$ cat src/rtl/fma16_pkg.sv
// Shared types and constants for the fp16 FMA scheduler.
package fma16_pkg;

    typedef enum logic [1:0] {
        IDLE = 2'd0,
        EXEC = 2'd1,
        RESP = 2'd2
    } state_e;

    localparam int NREQ = 2;

    localparam int NV = 3;
    localparam int OF = 2;
    localparam int UF = 1;
    localparam int NX = 0;

    localparam logic [1:0] RM_RZ  = 2'b00;
    localparam logic [1:0] RM_RNE = 2'b01;
    localparam logic [1:0] RM_RDN = 2'b10;
    localparam logic [1:0] RM_RUP = 2'b11;

endpackage

$ cat src/rtl/fma16_rr_arb.sv
// Two-way round-robin arbiter; the last pointer moves only on an accepted request.
module fma16_rr_arb
    import fma16_pkg::*;
(
    input  logic            clk,
    input  logic            rst_n,
    input  logic [NREQ-1:0] valid,
    input  logic            accept,
    output logic            grant
);

    logic last_q;

    // A lone requester wins outright; a tie goes to whoever did not win last.
    always_comb begin
        grant = ~last_q;
        if (valid == 2'b01)
            grant = 1'b0;
        else if (valid == 2'b10)
            grant = 1'b1;
    end

    always_ff @(posedge clk or negedge rst_n) begin
        if (!rst_n)
            last_q <= 1'b1;
        else if (accept)
            last_q <= grant;
    end

endmodule

$ cat src/rtl/fma16_sched.sv
// Shares one fp16 FMA datapath between two requesters: arbitrate, hold operands
// for CORE_LAT cycles, capture the result and return it on a tagged response.
module fma16_sched
    import fma16_pkg::*;
#(
    parameter int CORE_LAT = 1
) (
    input  logic                  clk,
    input  logic                  reset_n,
    input  logic [NREQ-1:0]       req_valid,
    output logic [NREQ-1:0]       req_ready,
    input  logic [NREQ-1:0][15:0] req_x,
    input  logic [NREQ-1:0][15:0] req_y,
    input  logic [NREQ-1:0][15:0] req_z,
    input  logic [NREQ-1:0]       req_mul,
    input  logic [NREQ-1:0]       req_add,
    input  logic [NREQ-1:0]       req_negp,
    input  logic [NREQ-1:0]       req_negz,
    input  logic [NREQ-1:0][1:0]  req_roundmode,
    output logic [15:0]           core_x,
    output logic [15:0]           core_y,
    output logic [15:0]           core_z,
    output logic                  core_mul,
    output logic                  core_add,
    output logic                  core_negp,
    output logic                  core_negz,
    output logic [1:0]            core_roundmode,
    input  logic [15:0]           core_result,
    input  logic [3:0]            core_flags,
    output logic                  rsp_valid,
    input  logic                  rsp_ready,
    output logic                  rsp_id,
    output logic [15:0]           rsp_result,
    output logic [3:0]            rsp_flags,
    output logic [NREQ-1:0][3:0]  fflags,
    input  logic [NREQ-1:0]       fflags_clr
);

    localparam logic [3:0] CNT_INIT = 4'(CORE_LAT - 1);

    state_e                state_q;
    logic [3:0]            cnt_q;
    logic                  id_q;
    logic [15:0]           x_q, y_q, z_q;
    logic                  mul_q, add_q, negp_q, negz_q;
    logic [1:0]            rm_q;
    logic [15:0]           res_q;
    logic [3:0]            flg_q;
    logic [NREQ-1:0][3:0]  fflags_q, fflags_d;

    logic grant;
    logic accept;
    logic retire;

    fma16_rr_arb u_arb (
        .clk    (clk),
        .rst_n  (reset_n),
        .valid  (req_valid),
        .accept (accept),
        .grant  (grant)
    );

    assign req_ready = (state_q == IDLE) ? (grant ? 2'b10 : 2'b01) : 2'b00;
    assign accept    = |(req_valid & req_ready);
    assign retire    = (state_q == RESP) && rsp_ready;

    always_ff @(posedge clk or negedge reset_n) begin
        if (!reset_n) begin
            state_q <= IDLE;
            cnt_q   <= 4'd0;
            id_q    <= 1'b0;
            x_q     <= 16'd0;
            y_q     <= 16'd0;
            z_q     <= 16'd0;
            mul_q   <= 1'b0;
            add_q   <= 1'b0;
            negp_q  <= 1'b0;
            negz_q  <= 1'b0;
            rm_q    <= 2'd0;
            res_q   <= 16'd0;
            flg_q   <= 4'd0;
        end else begin
            case (state_q)
                IDLE: begin
                    if (accept) begin
                        id_q    <= grant;
                        x_q     <= req_x[grant];
                        y_q     <= req_y[grant];
                        z_q     <= req_z[grant];
                        mul_q   <= req_mul[grant];
                        add_q   <= req_add[grant];
                        negp_q  <= req_negp[grant];
                        negz_q  <= req_negz[grant];
                        rm_q    <= req_roundmode[grant];
                        cnt_q   <= CNT_INIT;
                        state_q <= EXEC;
                    end
                end
                // The datapath has had CORE_LAT cycles of stable inputs when the count reaches zero.
                EXEC: begin
                    if (cnt_q == 4'd0) begin
                        res_q   <= core_result;
                        flg_q   <= core_flags;
                        state_q <= RESP;
                    end else begin
                        cnt_q <= cnt_q - 4'd1;
                    end
                end
                RESP: begin
                    if (rsp_ready)
                        state_q <= IDLE;
                end
                default: state_q <= IDLE;
            endcase
        end
    end

    // A clear and a retire in the same cycle keep only the retiring flags.
    always_comb begin
        for (int i = 0; i < NREQ; i++) begin
            fflags_d[i] = (fflags_clr[i] ? 4'd0 : fflags_q[i])
                        | ((retire && (id_q == 1'(i))) ? flg_q : 4'd0);
        end
    end

    always_ff @(posedge clk or negedge reset_n) begin
        if (!reset_n)
            fflags_q <= '0;
        else
            fflags_q <= fflags_d;
    end

    assign core_x         = x_q;
    assign core_y         = y_q;
    assign core_z         = z_q;
    assign core_mul       = mul_q;
    assign core_add       = add_q;
    assign core_negp      = negp_q;
    assign core_negz      = negz_q;
    assign core_roundmode = rm_q;
    assign rsp_valid      = (state_q == RESP);
    assign rsp_id         = id_q;
    assign rsp_result     = res_q;
    assign rsp_flags      = flg_q;
    assign fflags         = fflags_q;

endmodule

$ cat config.mk
export PLATFORM = sky130hd
export DESIGN_NAME = fma16_sched
export DESIGN_NICKNAME = d
export VERILOG_FILES = /design/src/rtl/fma16_pkg.sv /design/src/rtl/fma16_rr_arb.sv /design/src/rtl/fma16_sched.sv
export SDC_FILE = /design/constraint.sdc
export NUM_CORES = 1
export LEC_CHECK = 0
export CORE_MARGIN = 2
export CORE_UTILIZATION = 34
export CTS_CLUSTER_SIZE = 8
export DETAILED_ROUTE_END_ITERATION = 12
export HOLD_SLACK_MARGIN = 0.15
export PLACE_DENSITY_LB_ADDON = 0.05
export SETUP_SLACK_MARGIN = 0.5
export SLEW_MARGIN = 10
export SYNTH_ARGS = -nofsm -noshare
export SYNTH_HDL_FRONTEND = slang
export SYNTH_HIERARCHICAL = 1
export SYNTH_SLANG_ARGS = --single-unit
$ cat constraint.sdc
create_clock -name clk -period 2.8 [get_ports clk]
set_input_delay 0.56 -clock clk [delete_from_list [all_inputs] [get_ports clk]]
set_output_delay 0.56 -clock clk [all_outputs]
set_load 0.01 [all_outputs]
== Word-level counts from Yosys, hierarchy flattened ==
Cells that the tools add are included.
Cells by class
  add/sub/neg operators: 1
  $lt $le $gt $ge: 1
  equality and inequality tests: 8
  multiplexer cells: 31
  bitwise gates (word level): 5
  reductions and logical operators: 11
Operators with widths (count)
  16-bit two-way mux: 6
  4-bit two-way mux: 6
  2-bit two-way mux: 7
  1-bit two-way mux: 10
  4-bit bitwise OR: 2
  4-bit one-hot mux with 2 select lines: 1
  2-bit inequality test (second input constant): 3
  2-bit one-hot mux with 3 select lines: 1
  3-bit AND reduction: 2
  2-bit by 1-bit == test with 1-bit output (second input constant): 2
  2-bit == test (second input constant): 2
  4-bit zero test: 1
  2-bit AND reduction: 2
  4-bit by 1-bit subtractor with 4-bit output (second input constant): 1
  1-bit logical AND: 3
  2-bit AND: 1
  2-bit zero test: 1
  1-bit by 2-bit less-than comparator with 1-bit output (second input constant): 1
  2-bit by 1-bit inequality test with 1-bit output (second input constant): 1
  1-bit NOT: 2
  2-bit nonzero test: 1
  2-bit OR reduction: 1
Storage, ports and cells
  register bits: 90
  output and inout port bits: 86

== Depth between registers and ports, before layout ==
Gate-level depths: netlist of the first run.
  word-level depth: 9
  gate-level depth with buffers: 7

== Cells and area by module ==
Netlist of the first run, hierarchy kept.
By module, submodules not included
  fma16_sched: instances 1, cells an instance 289, area an instance 4110.2 µm²
  fma16_rr_arb: instances 1, cells an instance 8, area an instance 76.3 µm²

== Worst setup path after synthesis of the first run ==
Ideal clock, no wire load.
  kind: input port to output port
  start point: input req_valid[0]
  end point: output req_ready[0]
  arrival: 1.585 ns
  setup slack: 0.655 ns
  stages on the path: 5
  cell sequence: inv_1 maj3_2 buf_2 buf_2 nor3_1
On the way
  cells in the longest elaborated chain, start to end: 5
  elaborated cells on any way between the ends: 6
  those cells by class: eq/ne (2); mux (4)
RTL lines
  from (decl): RTL line fma16_sched.sv:10  | input logic [NREQ-1:0] req_valid,
  2-bit == test: RTL line fma16_rr_arb.sv:19  | else if (valid == 2'b10)
  1-bit two-way mux: RTL line fma16_rr_arb.sv:19
  1-bit two-way mux *: RTL line fma16_rr_arb.sv:17  | if (valid == 2'b01)
  via grant: RTL line fma16_sched.sv:51  | logic grant;
  2-bit two-way mux * (2 in series): RTL line fma16_sched.sv:63  | assign req_ready = (state_q == IDLE) ? (grant ? 2'b10 : 2'b01) : 2'b00;
  to (decl): RTL line fma16_sched.sv:11  | output logic [NREQ-1:0] req_ready,
Mark *: on every way through the listed nets, which the timed path passes. The rest lies on a longest branch.

== Final worst setup path of the first run ==
  start point: register u_arb.last_q
  end point: output req_ready[1]
On the way
  cells in the longest elaborated chain, start to end: 5
RTL lines
  from (decl): RTL line fma16_rr_arb.sv:12  | logic last_q;
  from (signal assigned): RTL line fma16_rr_arb.sv:27  | last_q <= grant;
  1-bit NOT: RTL line fma16_rr_arb.sv:16  | grant = ~last_q;
  1-bit two-way mux: RTL line fma16_rr_arb.sv:19
  1-bit two-way mux: RTL line fma16_rr_arb.sv:17
  via grant: RTL line fma16_sched.sv:51
  2-bit two-way mux (2 in series): RTL line fma16_sched.sv:63
The timed path passes the listed nets, and every way through them passes these cells.

==> results.cfg, run 1 <==
[status]
status = finished clean

[die]
fp.dieH_um = 115
pin_count = 221
rows = 40
dieArea_um2 = 13200
core_area_um2 = 12000
die_w_um = 115
initial_core_util = 0.349

[global_routing]
grt_max_degree = 49
grt.overflow.total = 0
grt_pass1_wl_mm = 17.0
antenna_found_initial = 0
grt_pass1_vias = 3491
grt.total_usage = 0.164

[worst_hold_path]
hold_class = in2async

[cts]
cts_tree = built
clkTransAtPathRegs_ps = 70
clock_path_buffers = 2
postCtsSetupRepairBufs = 0
clkLatencyLatePin_ps = 330
h-tree-depth = 3
cts_num_sinks = 90
cts-root-buf = clkbuf_16
numCtsBuffers = 9

[timing]
setup_tns_ps = 0
fin_crit_ps = 2220
worst_slew_pin_slew_ps = 713
hold_violations = 0
post-route-period-util = 0.792
finalMaxSlewViolations = 0
slew_headroom = 0.518
finClkSkew_ps = 7.17
setup_viol = 0
rsz0062_at_grt = false
fmax_ghz = 0.451

[yosys]
synth_top_area_cell = dfrtp_1
syn_nets = 433
syn_inst = 297
ys_warn_count = 6
synth_edf_count = 0
synth_flop_cell = dfrtp_1
ys_async_sr_fraction = 1.00
ys_seq_area_frac = 0.538
yosysTopAreaCellShare = 0.532
netlist_top_cells_area = dfrtp_1 (53%), mux2_2 (20%), mux2_1 (14%)
synth_area_um2 = 4190
synth.most_common_cell = dfrtp_1
ys_ff_latch = 90
syn_area_per_cell_um2 = 14.1
synth_commonest_cells = dfrtp_1 (89), mux2_2 (75), mux2_1 (53), inv_1 (15), o21ai_0 (11)
synth.distinct_cells = 35

[place]
gp_routability_congestion = 0.776
place_area_um2 = 6580
io_buffer_count = 220
dp.cells = 662
dp_hpwl_mm = 8.28

[route]
wl_per_cell_um = 15.7
avgViaCountPerCell = 4.67
final_antenna_net_count = 0
drt-initial-drc-count = 61
vias = 3167
drcViolationCount = 0
firstDrtPassIters = 4
wl_mm = 10.7

[setup_path]
start_kind = flip-flop
critical_path_class = reg2out
worstPathMaxFanout = 4
required_ps = 2240
ff2ff_setup_slack_ps = 640
crit_path_cell_trace = inv_2 > maj3_2 > buf_6 > inv_2 > nor2_4 > buf_6
ff2ff_path_depth = 7
critPathArrivalTime_ps = 1660
critPathMaxStageDelay_ps = 570
r2r_start = u_arb/last_q
worstSetupEndpointType = primary output
slowest_stage = dfstp_2
r2r-end = core_x[8]

[cells_and_area]
finalInstanceArea_um2 = 6930
fill_cells = 1043
syn_to_final_growth_pct = 65.6
utilization = 0.577
layout.cells.non_filler = 678
seq_area_um2 = 2250
diodes = 0
drive_gt1_frac = 0.217
multiInputGateArea_um2 = 1800
finalNetCount = 662

[power_and_ir_drop]
clock_power_share = 0.192
p_leak_nw = 2.82
power.total_mw = 6.73
ir_drop_mv = 0.492
switching_share = 0.305
seqPwrFrac = 0.332
powerDensity_nw_per_um2 = 971
p_switching_mw = 2.06
intPower_mw = 4.68
pwr-share-comb = 0.476

[flow_run]
maxCapViolCount = 0
## final cells by class
type | instances | share of cell area
clock buffer | 9 | 0.0325
multi-input combinational | 178 | 0.259
clock inverter | 7 | 0.0146
sequential | 90 | 0.325
inverter | 16 | 0.00866
timing repair buffer | 231 | 0.334
tap | 147 | 0.0265
## sequential cells by signal, summed over array words and instances (netlist names), 4 cells and up
register / flops
cnt_q: 4
core_x: 16
core_y: 16
core_z: 16
fflags: 8
rsp_flags: 4
rsp_result: 16
## worst max-delay path: cells and delay by family (launching register included)
family	cells	cell delay (ps)
fa+ha+maj	1	340
simple gates	1	40
buf+inv	4	380
flops	1	570
## cell families after synthesis
logic type	after synthesis	synth area share
mux	131	0.352
flops	90	0.538
buf+inv	29	0.0371
simple gates	25	0.0380
compound gates	20	0.0287
fa+ha+maj	2	0.00568
## worst max-delay path by stage
stage	from	end	slack (ps)	cells after the start
final	u_arb/last_q	req_ready[1]	580	6
after global routing	state_q[1]	rsp_valid	510	2
after CTS	req_valid[1]	req_ready[1]	510	6
after detailed placement	req_valid[0]	req_ready[0]	20	5
after global placement	req_valid[0]	req_ready[0]	50	5
after floorplan	req_valid[0]	req_ready[0]	650	5
## layer usage
metal  up-vias  track usage  part of all wire
li1       1522            -                 -
met4         0       0.0610             0.020
met3        14       0.0538             0.095
met2       129        0.283              0.48
met5         -            0                 0
met1      1502        0.191              0.41
## power by group through the flow
stage          clock, mW  combinational (mW)  sequential, mW
4_1_cts             1.34                3.26            2.24
2_1_floorplan          0                1.24            2.52
3_5_place_dp           0                3.25            2.26
5_1_grt             1.40                3.46            2.33
6_report            1.29                3.21            2.23
3_3_place_gp           0                3.22            2.24
## per-stage QoR
stage | hold WS, ps | setup slack (ps)
finish | 222 | 583
global route | 280 | 514
CTS | 256 | 511
detailed placement | 474 | 19.0
global placement | 467 | 45.3
floorplan | 264 | 655
## cell usage in the layout, fill, tap and decap left out, drive strengths merged, types with 3 or more instances in the layout
master           n
clkdlybuf4s50  215
buf             14
o21ai           11
clkbuf           9
inv             17
mux2           128
nand2b           3
nor3             3
nand2            9
mux2i            3
dfrtp           89
## what timing repair did
item	in CTS	in global routing
setup endpoints to repair	8	1
resized for setup	13	5
hold buffers	0	0
pin swaps	1	1
Note: power is estimated with default switching activity, not from simulation.
==> run 2: changes to the inputs <==
Clock period 2.8 ns to 2.15 ns, I/O delays scaled along.
==> run 2 against run 1 <==
Compared with the run above:
- non-clock buffer count up 17
- first-iteration DRC count up 23%
- global-route usage up 0.13 points
- clock skew up 1.5 ps
- largest cell class unchanged
- wire length up 5.4%
==> results.cfg, run 2 (same netlist as run 1, synthesis figures left out) <==
[route]
wl_met2_mm = 5.61
firstDrtPassIters = 4
wl_met1_mm = 4.53
vias = 3280
wl_mm = 11.2
final_antenna_net_count = 0
wl_per_cell_um = 16.2
avgViaCountPerCell = 4.72
dr_wl_met3_um = 952
highest_layer = met4
drt-initial-drc-count = 75
drcViolationCount = 0

[timing]
hold_violations = 0
setup_viol = 0
rsz0062_at_grt = true
finalMaxSlewViolations = 0
slew_headroom = 0.646
finClkSkew_ps = 8.68
post-route-period-util = 0.945
fmax_ghz = 0.492
fin_crit_ps = 2030
worst_slew_pin_slew_ps = 532
whs_ps = 478

[setup_path]
slowest_stage = dfstp_2
cp_num_buf_inv = 2
r2r_start = u_arb/last_q
crit_path_start = u_arb/last_q
required_ps = 2360
ff2ff_path_depth = 6
r2r-end = core_x[4]
path_delay_family = multiplexers
ff2ff_setup_slack_ps = 120
start_kind = flip-flop
worstSetupEndpointType = flip-flop
worstPathMaxFanout = 21
cp-endpoint = core_x[4]
critPathMaxStageDelay_ps = 540
crit_cells = 6
critical_path_class = reg2reg
critPathArrivalTime_ps = 2240
crit_path_cell_trace = inv_2 > maj3_2 > mux2i_2 > nor2_8 > buf_12 > mux2_1

[power_and_ir_drop]
powerDensity_nw_per_um2 = 1220
seqPwrFrac = 0.329
p_switching_mw = 2.74
switching_share = 0.314
pwr-share-comb = 0.478
ir_drop_mv = 0.555
p_leak_nw = 3.18
intPower_mw = 5.98
clock_power_share = 0.194

[cts]
cts-root-buf = clkbuf_16
cts_num_sinks = 90
numCtsBuffers = 9
h-tree-depth = 3
clock_path_buffers = 2
cts_tree = built
clkTransAtPathRegs_ps = 70
clkLatencyLatePin_ps = 340

[cells_and_area]
fill_cells = 1067
drive_gt1_frac = 0.252
utilization = 0.595
final_common_cell = clkdlybuf4s50_1
finalNetCount = 679
syn_to_final_growth_pct = 70.7
finalInstanceArea_um2 = 7140
diodes = 0
layout_common_cells = clkdlybuf4s50_1 (132), dfrtp_1 (89), dlygate4sd2_1 (80)

[die]
rows = 40
dieArea_um2 = 13200
core_area_um2 = 12000
fp.dieH_um = 115
die_w_um = 115
initial_core_util = 0.349
pin_count = 221

[global_routing]
grt_pass1_vias = 3351
grt_max_degree = 40
antenna_found_initial = 0
grt_pass1_wl_mm = 17.0
grt.overflow.total = 0
grt.total_usage = 0.165

[status]
status = finished clean

[flow_run]
maxCapViolCount = 0

[place]
dp_hpwl_mm = 8.47
io_buffer_count = 220
gp_routability_congestion = 0.758
place_area_um2 = 6660

[worst_hold_path]
hold_class = reg2reg
holdPathStages = 1
## run 2: cell types whose count changed in the layout (fill, tap and decap cells not counted), moves of 3 or more
cell / previous run / this run
clkdlybuf4s50_1: 215 / 132
dlygate4sd2_1: 1 / 80
mux2_4: 0 / 19
mux2_2: 75 / 60
buf_4: 8 / 17
mux2_1: 53 / 49
dlymetal6s2s_1: 1 / 4
## run 2: area by class of cell
type / count / area [um2] / share of cell area
tap: 147 / 184 / 0.0257
sequential: 90 / 2250 / 0.315
clock inverter: 4 / 76.3 / 0.0107
clock buffer: 12 / 246 / 0.0345
multi-input combinational: 178 / 1900 / 0.265
timing repair buffer: 248 / 2430 / 0.340
inverter: 16 / 60.1 / 0.00841
## run 2: how the worst min path moves through the flow
stage	from	end	slack, ps
finish	core_x[2]	core_x[2]	480
global route	core_x[5]	core_x[5]	500
CTS	core_x[2]	core_x[2]	480
detailed placement	reset_n	core_roundmode[1]	450
global placement	reset_n	core_roundmode[1]	450
floorplan	reset_n	cnt_q[0]	130
## run 2: what timing repair did
| item | 4_1_cts | 5_1_grt |
|---|---|---|
| endpoints found under the setup margin | 162 | 87 |
| pin swaps | 2 | 2 |
| hold endpoints to repair | 36 | 0 |
| setup buffers | 3 | 3 |
| cloned | 1 | 2 |
| hold buffers | 1 | 0 |
| resized for setup | 101 | 31 |
## run 2: per-stage QoR
stage | cells | TNS [ps] | setup slack, ps | total power [mW]
after floorplan | 297 | 0 | 241 | 4.91
after global placement | 669 | -14330 | -350 | 7.19
after detailed placement | 669 | -15330 | -338 | 7.28
after CTS | 690 | 0 | 115 | 8.59
after global routing | 695 | 0 | 52.7 | 9.28
final | 695 | 0 | 118 | 8.72
## run 2: worst reg2reg max path, stage by stage, from the launching register on
cell,delay [ps]
dfstp_2,540
inv_2,30
maj3_2,370
mux2i_2,390
nor2_8,80
buf_12,170
mux2_1,330
## run 2: power by group through the flow
stage	clock network, mW	registers (mW)	logic (mW)
global placement	0	2.89	4.29
CTS	1.74	2.87	3.98
floorplan	0	3.28	1.63
finish	1.69	2.86	4.17
global route	1.80	2.99	4.49
detailed placement	0	2.93	4.35
## run 2: layer usage
metal | global-route usage | up-vias
met5 | 0 | -
met4 | 0.0554 | 0
met3 | 0.0517 | 9
met2 | 0.289 | 128
met1 | 0.193 | 1603
li1 | - | 1540
==> run 3: changes to the inputs <==
Settings changed: CORE_UTILIZATION 34 to 41, CTS_BUF_LIST set to sky130_fd_sc_hd__clkbuf_2 sky130_fd_sc_hd__clkbuf_4 sky130_fd_sc_hd__clkbuf_8, CTS_CLUSTER_DIAMETER set to 80.
==> run 3 against run 2 <==
Compared with the run above:
- clock power decreased by 17%
- wire length increased by 2.4%
- critical path depth unchanged
- sequential power about the same
- via count decreased by 0.37%
- combinational power decreased by 2%
- clock-buffer cell count decreased by 2
- register-to-register slack about the same
- fmax increased by 0.56%
- largest cell class unchanged
==> results.cfg, run 3 (same netlist as run 1, synthesis figures left out) <==
[place]
place_area_um2 = 6660
pre_cts_ws_ps = -317
dp_hpwl_mm = 8.22
gp_routability_congestion = 0.717
io_buffer_count = 220

[global_routing]
grt_pass1_wl_mm = 18.0
antenna_found_initial = 0
grtUsageMet3 = 0.0512
grt.overflow.total = 0
grtUsageMet1 = 0.248
grt.total_usage = 0.207
grt_pass1_vias = 3544
grt_max_degree = 91
use_met2 = 0.368
grt-busiest-layer = met2

[power_and_ir_drop]
seqPwrFrac = 0.342
p_switching_mw = 2.75
p_leak_nw = 3.10
ir_drop_mv = 0.883
pwr-share-comb = 0.489
powerDensity_nw_per_um2 = 1190
clock_power_share = 0.169
switching_share = 0.328
intPower_mw = 5.62

[cts]
cts-root-buf = clkbuf_8
clock_path_buffers = 2
cts_num_sinks = 90
numCtsBuffers = 9
h-tree-depth = 3
clkTransAtPathRegs_ps = 90
clkLatencyLatePin_ps = 350
cts_tree = built

[cells_and_area]
finalNetCount = 684
finalInstanceArea_um2 = 7020
final_common_cell = clkdlybuf4s50_1
syn_to_final_growth_pct = 67.8
drive_gt1_frac = 0.260
diodes = 0
layout_common_cells = clkdlybuf4s50_1 (132), dfrtp_1 (89), dlygate4sd2_1 (84)

[setup_path]
cp-endpoint = core_x[14]
cp_common_cell = buf_4
crit_cells = 6
critical_path_class = reg2reg
critPathMaxStageDelay_ps = 550
worstPathMaxFanout = 10
r2r-end = core_x[14]
crit_path_start = u_arb/last_q
path_delay_family = multiplexers
cp_num_buf_inv = 3
worstSetupEndpointType = flip-flop
crit_path_cell_trace = inv_2 > maj3_2 > buf_4 > buf_4 > mux2_2 > mux2_1
start_kind = flip-flop
critPathArrivalTime_ps = 2250
required_ps = 2380
r2r_start = u_arb/last_q
ff2ff_path_depth = 6
slowest_stage = dfstp_2
ff2ff_setup_slack_ps = 130

[timing]
final.setup.worst_slack_ps = 130
whs_ps = 484
finalMaxSlewViolations = 0
post-route-period-util = 0.940
setup_viol = 0
hold_violations = 0
finClkSkew_ps = 11.2
fin_crit_ps = 2020
rsz0062_at_grt = true
worst_slew_pin_slew_ps = 495
fmax_ghz = 0.495
slew_headroom = 0.670

[die]
initial_core_util = 0.424
die_w_um = 105
fp.dieH_um = 105
dieArea_um2 = 11000
pin_count = 221
core_area_um2 = 9860
rows = 36

[route]
avgViaCountPerCell = 4.76
drt-initial-drc-count = 106
wl_mm = 11.5
drcViolationCount = 0
firstDrtPassIters = 4
final_antenna_net_count = 0
wl_per_cell_um = 16.8
vias = 3268

[status]
status = finished clean

[flow_run]
maxCapViolCount = 0

[worst_hold_path]
hold_class = reg2reg
[run 3: power groups by stage]
stage	clock, mW	sequential, mW	combinational, mW
finish	1.41	2.86	4.09
global placement	0	2.88	4.31
floorplan	0	3.28	1.63
global route	1.53	2.97	4.39
detailed placement	0	2.94	4.37
CTS	1.45	2.86	3.98
[run 3: layer usage]
layer  up-vias  part of all wire
met1      1570              0.41
met5         -                 0
li1       1553                 -
met3        12             0.062
met4         0             0.012
met2       133              0.51
[run 3: how the worst min path moves through the flow]
stage                              start              to  slack, ps  cells after the start
final                          core_y[2]       core_y[2]        480                      1
after global routing           core_y[2]       core_y[2]        490                      1
after CTS                      core_y[1]       core_y[1]        490                      1
after detailed placement      core_y[10]      core_y[10]        470                      1
after global placement    rsp_result[14]  rsp_result[14]        470                      1
after floorplan                  reset_n        cnt_q[0]        130                      0
[run 3: worst register-to-register path, cell delays in order, from the launching register on]
cell	delay, ps
dfstp_2	550
inv_2	40
maj3_2	350
buf_4	190
buf_4	190
mux2_2	290
mux2_1	300
[run 3: final cells by class]
cell class	count	area [um2]
Sequential cell	90	2250
Tap cell	133	166
Clock inverter	6	114
Clock buffer	10	138
Inverter	16	60.1
Timing Repair Buffer	253	2410
Fill cell	753	2840
Multi-Input combinational cell	178	1890
[run 3: stage by stage]
stage               instances  setup TNS [ps]  total power [mW]   util
CTS                       680               0              8.29  0.699
floorplan                 297               0              4.91      -
global placement          656          -12160              7.19  0.675
global route              686               0              8.88  0.712
finish                    686               0              8.37  0.712
detailed placement        656          -13290              7.31  0.675
[run 3: timing repair]
item                                    in CTS  in global routing
endpoints found under the hold margin       60                  0
endpoints found under the setup margin     166                 81
pin swaps                                    2                  2
gates resized for setup                    105                 27
buffers inserted                             5                  5
hold buffers                                 1                  0
cloned                                       2                  1
